--- src/rtl/i2c_codec_target.sv ---
`timescale 1ns/1ps
// i2c_codec_target: write-only I2C target standing in for an audio codec
// control port. Decodes START/STOP, matches DEV_ADDR, accepts 2-byte words
// {addr[6:0],data[8]},{data[7:0]} and stores them in a small register file.
// Optional glitch filter on SCL/SDA: `define I2C_CODEC_TARGET_GLITCH_FILTER_EN
// Ports:
//   i_clk, i_rst_n      system clock (>= 8x SCL), async active-low reset
//   i_sclk, i_sdat      sampled I2C lines
//   o_sda_oe            1 = pull SDA low (ACK)
//   o_wr_valid          one-cycle pulse per committed write
//   o_wr_addr/o_wr_data address/data of last commit
//   i_rd_addr/o_rd_data combinational register file read (0 if out of range)
//   o_busy              high from START until STOP
//   o_nack_cnt          saturating count of NACKed bytes
module i2c_codec_target #(
  parameter logic [6:0]  DEV_ADDR  = 7'h1A,
  parameter int unsigned NUM_REGS  = 10,
  parameter logic [6:0]  RESET_REG = 7'h0F,
  parameter int unsigned FILT_LEN  = 4
) (
  input  logic       i_clk,
  input  logic       i_rst_n,
  input  logic       i_sclk,
  input  logic       i_sdat,
  output logic       o_sda_oe,
  output logic       o_wr_valid,
  output logic [6:0] o_wr_addr,
  output logic [8:0] o_wr_data,
  input  logic [3:0] i_rd_addr,
  output logic [8:0] o_rd_data,
  output logic       o_busy,
  output logic [7:0] o_nack_cnt
);

  localparam int unsigned BCW  = 4;
  localparam int unsigned IDXW = 4;

  typedef enum logic [2:0] {
    S_IDLE, S_ADDR, S_ACK_ADDR, S_BYTE1, S_ACK1, S_BYTE2, S_ACK2, S_IGNORE
  } state_t;

  // Two-flop synchronizers, reset to the idle (high) bus level
  logic [1:0] scl_sync_q, sda_sync_q;
  logic [1:0] sync_c, line_c;

  always_ff @(posedge i_clk or negedge i_rst_n) begin
    if (!i_rst_n) begin
      scl_sync_q <= 2'b11;
      sda_sync_q <= 2'b11;
    end else begin
      scl_sync_q <= {scl_sync_q[0], i_sclk};
      sda_sync_q <= {sda_sync_q[0], i_sdat};
    end
  end

  assign sync_c = {scl_sync_q[1], sda_sync_q[1]};

`ifdef I2C_CODEC_TARGET_GLITCH_FILTER_EN
  localparam int unsigned FCW = (FILT_LEN > 1) ? $clog2(FILT_LEN) : 1;
  logic [1:0]     filt_q;
  logic [FCW-1:0] fcnt_q [2];

  // Each line follows its input only after FILT_LEN consecutive new samples
  always_ff @(posedge i_clk or negedge i_rst_n) begin
    if (!i_rst_n) begin
      filt_q    <= 2'b11;
      fcnt_q[0] <= '0;
      fcnt_q[1] <= '0;
    end else begin
      for (int i = 0; i < 2; i++) begin
        if (sync_c[i] == filt_q[i]) begin
          fcnt_q[i] <= '0;
        end else if (fcnt_q[i] == FCW'(FILT_LEN - 1)) begin
          filt_q[i] <= sync_c[i];
          fcnt_q[i] <= '0;
        end else begin
          fcnt_q[i] <= fcnt_q[i] + FCW'(1);
        end
      end
    end
  end

  assign line_c = filt_q;
`else
  logic unused_filt_len;
  assign unused_filt_len = |32'(FILT_LEN);
  assign line_c = sync_c;
`endif

  // Previous-value register for edge / bus-condition detection
  logic scl_p_q, sda_p_q;
  logic scl_c, sda_c, scl_rise_c, scl_fall_c, start_c, stop_c;

  always_ff @(posedge i_clk or negedge i_rst_n) begin
    if (!i_rst_n) begin
      scl_p_q <= 1'b1;
      sda_p_q <= 1'b1;
    end else begin
      scl_p_q <= line_c[1];
      sda_p_q <= line_c[0];
    end
  end

  assign scl_c      = line_c[1];
  assign sda_c      = line_c[0];
  assign scl_rise_c = scl_c & ~scl_p_q;
  assign scl_fall_c = ~scl_c & scl_p_q;
  assign start_c    = scl_c & scl_p_q & sda_p_q & ~sda_c;
  assign stop_c     = scl_c & scl_p_q & ~sda_p_q & sda_c;

  state_t         state_q, state_d;
  logic [BCW-1:0] bit_cnt_q, bit_cnt_d;
  logic [7:0]     shreg_q, shreg_d, byte1_q, byte1_d;
  logic           sda_oe_d, wr_valid_d, busy_d, third_q, third_d;
  logic [6:0]     wr_addr_d, reg_addr_c;
  logic [8:0]     wr_data_d;
  logic [7:0]     nack_d;
  logic           nack_inc_c, commit_c, addr_ok_c;

  assign reg_addr_c = byte1_q[7:1];
  assign addr_ok_c  = (32'(reg_addr_c) < NUM_REGS) || (reg_addr_c == RESET_REG);

  always_ff @(posedge i_clk or negedge i_rst_n) begin
    if (!i_rst_n) begin
      state_q    <= S_IDLE;
      bit_cnt_q  <= '0;
      shreg_q    <= '0;
      byte1_q    <= '0;
      third_q    <= 1'b0;
      o_sda_oe   <= 1'b0;
      o_wr_valid <= 1'b0;
      o_wr_addr  <= '0;
      o_wr_data  <= '0;
      o_busy     <= 1'b0;
      o_nack_cnt <= '0;
    end else begin
      state_q    <= state_d;
      bit_cnt_q  <= bit_cnt_d;
      shreg_q    <= shreg_d;
      byte1_q    <= byte1_d;
      third_q    <= third_d;
      o_sda_oe   <= sda_oe_d;
      o_wr_valid <= wr_valid_d;
      o_wr_addr  <= wr_addr_d;
      o_wr_data  <= wr_data_d;
      o_busy     <= busy_d;
      o_nack_cnt <= nack_d;
    end
  end

  // Next-state / output logic. bit_cnt counts sampled bits; 8 means the byte
  // is complete and the decision is taken on the following SCL fall.
  // In S_IGNORE bit_cnt runs 0..8 per 9-clock byte frame; third_q selects
  // whether ignored bytes count as NACKs (not after an address mismatch).
  always_comb begin
    state_d    = state_q;
    bit_cnt_d  = bit_cnt_q;
    shreg_d    = shreg_q;
    byte1_d    = byte1_q;
    third_d    = third_q;
    sda_oe_d   = o_sda_oe;
    wr_valid_d = 1'b0;
    wr_addr_d  = o_wr_addr;
    wr_data_d  = o_wr_data;
    nack_inc_c = 1'b0;
    commit_c   = 1'b0;
    if (start_c) begin
      state_d   = S_ADDR;
      bit_cnt_d = '0;
      sda_oe_d  = 1'b0;
    end else if (stop_c) begin
      state_d  = S_IDLE;
      sda_oe_d = 1'b0;
    end else begin
      case (state_q)
        S_ADDR, S_BYTE1, S_BYTE2: begin
          if (scl_rise_c && bit_cnt_q < BCW'(8)) begin
            shreg_d   = {shreg_q[6:0], sda_c};
            bit_cnt_d = bit_cnt_q + BCW'(1);
          end else if (scl_fall_c && bit_cnt_q == BCW'(8)) begin
            bit_cnt_d = '0;
            if (state_q == S_ADDR) begin
              if (shreg_q == {DEV_ADDR, 1'b0}) begin
                state_d  = S_ACK_ADDR;
                sda_oe_d = 1'b1;
              end else begin
                state_d    = S_IGNORE;
                bit_cnt_d  = BCW'(8);
                third_d    = 1'b0;
                nack_inc_c = 1'b1;
              end
            end else if (state_q == S_BYTE1) begin
              byte1_d  = shreg_q;
              state_d  = S_ACK1;
              sda_oe_d = 1'b1;
            end else if (addr_ok_c) begin
              state_d    = S_ACK2;
              sda_oe_d   = 1'b1;
              wr_valid_d = 1'b1;
              wr_addr_d  = reg_addr_c;
              wr_data_d  = {byte1_q[0], shreg_q};
              commit_c   = 1'b1;
            end else begin
              state_d    = S_IGNORE;
              bit_cnt_d  = BCW'(8);
              third_d    = 1'b1;
              nack_inc_c = 1'b1;
            end
          end
        end
        S_ACK_ADDR, S_ACK1, S_ACK2: begin
          if (scl_fall_c) begin
            sda_oe_d  = 1'b0;
            bit_cnt_d = '0;
            third_d   = 1'b1;
            state_d   = (state_q == S_ACK_ADDR) ? S_BYTE1 :
                        (state_q == S_ACK1)     ? S_BYTE2 : S_IGNORE;
          end
        end
        S_IGNORE: begin
          if (scl_rise_c) begin
            nack_inc_c = third_q && (bit_cnt_q == BCW'(7));
            bit_cnt_d  = (bit_cnt_q == BCW'(8)) ? '0 : bit_cnt_q + BCW'(1);
          end
        end
        default: ;
      endcase
    end
    busy_d = (state_d != S_IDLE);
    nack_d = (nack_inc_c && o_nack_cnt != 8'hFF) ? o_nack_cnt + 8'd1 : o_nack_cnt;
  end

  // Register file; a write to RESET_REG clears every entry
  logic [8:0] regs_q [NUM_REGS];

  always_ff @(posedge i_clk or negedge i_rst_n) begin
    if (!i_rst_n) begin
      for (int i = 0; i < int'(NUM_REGS); i++) regs_q[i] <= '0;
    end else if (commit_c) begin
      if (reg_addr_c == RESET_REG) begin
        for (int i = 0; i < int'(NUM_REGS); i++) regs_q[i] <= '0;
      end else if (32'(reg_addr_c) < NUM_REGS) begin
        regs_q[IDXW'(reg_addr_c)] <= {byte1_q[0], shreg_q};
      end
    end
  end

  assign o_rd_data = (32'(i_rd_addr) < NUM_REGS) ? regs_q[IDXW'(i_rd_addr)] : '0;

endmodule

--- config.mk ---
export PLATFORM = sky130hd
export DESIGN_NAME = i2c_codec_target
export DESIGN_NICKNAME = d
export VERILOG_FILES = /design/src/rtl/i2c_codec_target.sv
export SDC_FILE = /design/constraint.sdc
export NUM_CORES = 1
export LEC_CHECK = 0
export BUFFER_PORTS_ARGS = -buffer_cell sky130_fd_sc_hd__buf_4
export CAP_MARGIN = 20
export CELL_PAD_IN_SITES_DETAIL_PLACEMENT = 0
export CELL_PAD_IN_SITES_GLOBAL_PLACEMENT = 1
export CORE_ASPECT_RATIO = 1.2
export CORE_MARGIN = 1
export CORE_UTILIZATION = 30
export DETAILED_ROUTE_END_ITERATION = 8
export PLACE_DENSITY_LB_ADDON = 0.1
export SETUP_SLACK_MARGIN = 0.15
export SYNTH_ARGS = -nofsm -noshare
export SYNTH_HDL_FRONTEND = slang
export SYNTH_SLANG_ARGS = --single-unit
--- constraint.sdc ---
create_clock -name i_clk -period 4.1 [get_ports i_clk]
set_clock_uncertainty 0.1 [all_clocks]
set_input_delay 0.615 -clock i_clk [delete_from_list [all_inputs] [get_ports i_clk]]
set_output_delay 0.615 -clock i_clk [all_outputs]
set_load 0.02 [all_outputs]
==> impl_metrics.env <==
export IMPL_cts_htree_levels=4
export IMPL_final_setup_tns_ns=0
export IMPL_cp_num_cells=7
export IMPL_start_util_pct=30.52
export IMPL_max_slew_margin_pct=37.25
export IMPL_drv_slew=0
export IMPL_cts_root_buf="clkbuf_16"
export IMPL_synth_fp_nets=582
export IMPL_place_ws_ns=1.024
export IMPL_setup_viol_count_final=0
export IMPL_hold_violations=0
export IMPL_power_density_mw_per_mm2=598.5
export IMPL_holdBufCountCts=0
export IMPL_cts_repair_resized=0
export IMPL_synthFlopType="dfrtp_1"
export IMPL_ff2ff_path_depth=7
export IMPL_syn_area_per_cell_um2=11.96
export IMPL_drive_gt1_share_pct=23.62
export IMPL_syn_instance_count=571
export IMPL_status="finished, final reports clean"
export IMPL_synth_top_area_share_pct=51.68
export IMPL_clkTransAtPathRegs_ns=0.07
export IMPL_crit_buf_inv=1
export IMPL_r2r_slack_ns=1.03
export IMPL_die_area_mm2=0.02337
export IMPL_crit_type="flop to flop"
export IMPL_cpMaxStageDelayCell="or4_2"
export IMPL_grt_pass1_vias=5075
export IMPL_critPathMaxStageDelay_ns=1.15
export IMPL_r2r_start="bit_cnt_q[0]"
export IMPL_p_leak_nw=3.750
export IMPL_synth_top_cells_by_area="dfrtp_1, a22o_1, mux4_2"
export IMPL_hold_path_class="primary input to asynchronous set/reset pin"
export IMPL_synth_warnings=0
export IMPL_synth_top_area_cell="dfrtp_1"
export IMPL_detail_route_iter0_violations=279
export IMPL_finalWorstSetupSlack_ns=1.030
export IMPL_io_buffers=43
export IMPL_multi_input_area_mm2=0.002967
export IMPL_fp_dieW_um=139.7
export IMPL_cp_start_kind="flop"
export IMPL_rows=60
export IMPL_vdd_drop_max_mv=0.2609
export IMPL_tightest_slew_ns=0.9412
export IMPL_ys_seq_area_share_pct=53.99
export IMPL_clock_fmax_mhz=325.7
export IMPL_post_cts_setup_buffers=0
export IMPL_drv_cap=0
export IMPL_num_vias=4798
export IMPL_cp_data_arrival_time_ns=3.33
export IMPL_routedWlPerCell_um=20.71
export IMPL_synthArstFlopShare_pct=100.0
export IMPL_synth_distinct_cells=57
export IMPL_io_pins=44
export IMPL_rsz0062_at_grt="no"
export IMPL_antenna_cells=0
export IMPL_path_cells="inv_1 -> ha_1 -> and3b_1 -> nand3_2 -> or4_2 -> nor2_4 -> a22o_1"
export IMPL_grt_use_total_pct=17.07
export IMPL_hpwl_um=12140
export IMPL_utilization_pct=36.24
export IMPL_drtAntennaViolNets=0
export IMPL_cp_required_ns=4.36
export IMPL_antenna_found_initial=0
export IMPL_core_area_mm2=0.02237
export IMPL_cts_sinks=147
export IMPL_dieHeight_um=167.3
export IMPL_place_congestion=0.7575
export IMPL_seqCellArea_mm2=0.003686
export IMPL_synth_seq_cells=147
export IMPL_nNetsFinal=616
export IMPL_cts_inserted_buffers=17
export IMPL_wl_um=18570
export IMPL_route_detailed_drc=0
export IMPL_grt_pass1_wl_um=30130
export IMPL_grt_overflow_total=0
export IMPL_reg2reg_to="regs_q[37]"
export IMPL_crit_path_max_fanout=26
export IMPL_area_growth_pct=18.75
export IMPL_period_share_pct=74.89
export IMPL_crit_path_end_kind="flop"
export IMPL_syn_area_mm2=0.006828
export IMPL_setup_worst_path_start="bit_cnt_q[0]"
export IMPL_worstSkewPairLatency_ns=0.42
export IMPL_cts_buffer_depth=2
export IMPL_grt_max_degree=91
export IMPL_cp_top_family="simple AND/OR/NAND/NOR gates"
export IMPL_via_per_inst=5.349
export IMPL_min_period_ns=3.070
export IMPL_synth_edff_count=0
export IMPL_fill_cells=2189
export IMPL_cts_tree="done"
export IMPL_first_pass_iters=5
layout make-up:
| cell class | count | share of cell area [%] |
|---|---|---|
| Multi-Input combinational cell | 381 | 36.59 |
| Clock inverter | 15 | 3.287 |
| Inverter | 10 | 0.4630 |
| Timing Repair Buffer | 48 | 4.645 |
| Sequential cell | 147 | 45.46 |
| Tap cell | 279 | 4.306 |
| Clock buffer | 17 | 5.247 |
worst max path at each step:
| stage | slack, ns | end |
|---|---|---|
| after global routing | 0.86 | regs_q[23] |
| after detailed placement | 1.02 | regs_q[24] |
| final | 1.03 | regs_q[37] |
| after global placement | 1.06 | regs_q[20] |
| after floorplan | 1.19 | o_rd_data[7] |
| after CTS | 1.01 | regs_q[36] |
state kept, by name (all words and copies together), names as in the netlist:
register    flops
regs_q         90
o_wr_data       9
byte1_q         8
o_nack_cnt      8
shreg_q         8
o_wr_addr       7
bit_cnt_q       4
state_q         3
scl_sync_q      2
sda_sync_q      2
o_busy          1
o_sda_oe        1
o_wr_valid      1
scl_p_q         1
sda_p_q         1
third_q         1
metal layers:
metal	vias up	wire, um	GRT usage (%)	share of wire, %
li1	2195	-	-	-
met4	0	291	5.686	1.6
met3	21	788	3.746	4.2
met2	107	9363	28.67	50
met1	2475	8131	21.70	44
met5	-	0	0	0
through the flow:
stage,power (W),hold WS (ns),instances,area (um2)
after floorplan,0.002615,0.2194,571,6828
after CTS,0.004914,0.1738,897,8108
after global routing,0.005118,0.1707,897,8108
final,0.004852,0.1242,897,8108
after detailed placement,0.003053,0.2472,865,7416
after global placement,0.003043,0.2456,865,7416
power by group:
part           switching (W)  leakage, nW  internal, W  total [W]
combinational       0.000597         1.42     0.000407    0.00100
sequential          0.000362         2.00      0.00164    0.00200
clock               0.000682        0.339      0.00117    0.00185
total                0.00164         3.75      0.00321    0.00485
cells in the mapped netlist (2+ instances only):
cell / count
nand3_1: 18
xor2_1: 7
o21ai_1: 7
nor3b_1: 2
o2bb2ai_1: 11
nand4_1: 5
ha_1: 3
mux2i_1: 13
and2_1: 5
o21ai_0: 15
clkbuf_1: 21
mux2_2: 19
mux4_2: 18
a211oi_1: 8
buf_4: 2
buf_2: 6
and3_1: 4
a21oi_1: 16
nor2_1: 24
nor2_8: 3
o21ai_2: 3
nor4_1: 2
a21o_1: 3
inv_1: 9
buf_1: 2
nand2b_1: 9
dfrtp_1: 141
nand2_1: 59
o22ai_1: 2
dfstp_2: 6
nand2_2: 2
nor2_4: 7
a22o_1: 80
nor2b_1: 7
and3b_1: 3
o211ai_1: 3
nor3_1: 5
buf_6: 2
cell usage in the layout (no fill, tap or decap), types with 8 or more instances in the layout:
master / n
o2bb2ai_1: 11
mux2_2: 19
nand2_1: 59
inv_1: 9
mux4_2: 18
dfrtp_1: 141
nand2b_1: 9
buf_4: 46
clkbuf_16: 17
nor2_1: 24
a21oi_1: 16
a211oi_1: 8
a22o_1: 80
nand3_1: 18
o21ai_0: 15
mux2i_1: 13
cell families after synthesis:
| logic type | after synthesis | share of synthesized area, % |
|---|---|---|
| AND/OR/NAND/NOR | 166 | 13.41 |
| AO/OA/AOI/OAI | 155 | 17.37 |
| flip-flops | 147 | 53.99 |
| multiplexers | 50 | 10.98 |
| buffers and inverters | 43 | 2.804 |
| XOR/XNOR | 7 | 0.8979 |
| adder cells (fa/ha/maj) | 3 | 0.5498 |
Note: power is estimated with default switching activity, not from simulation.
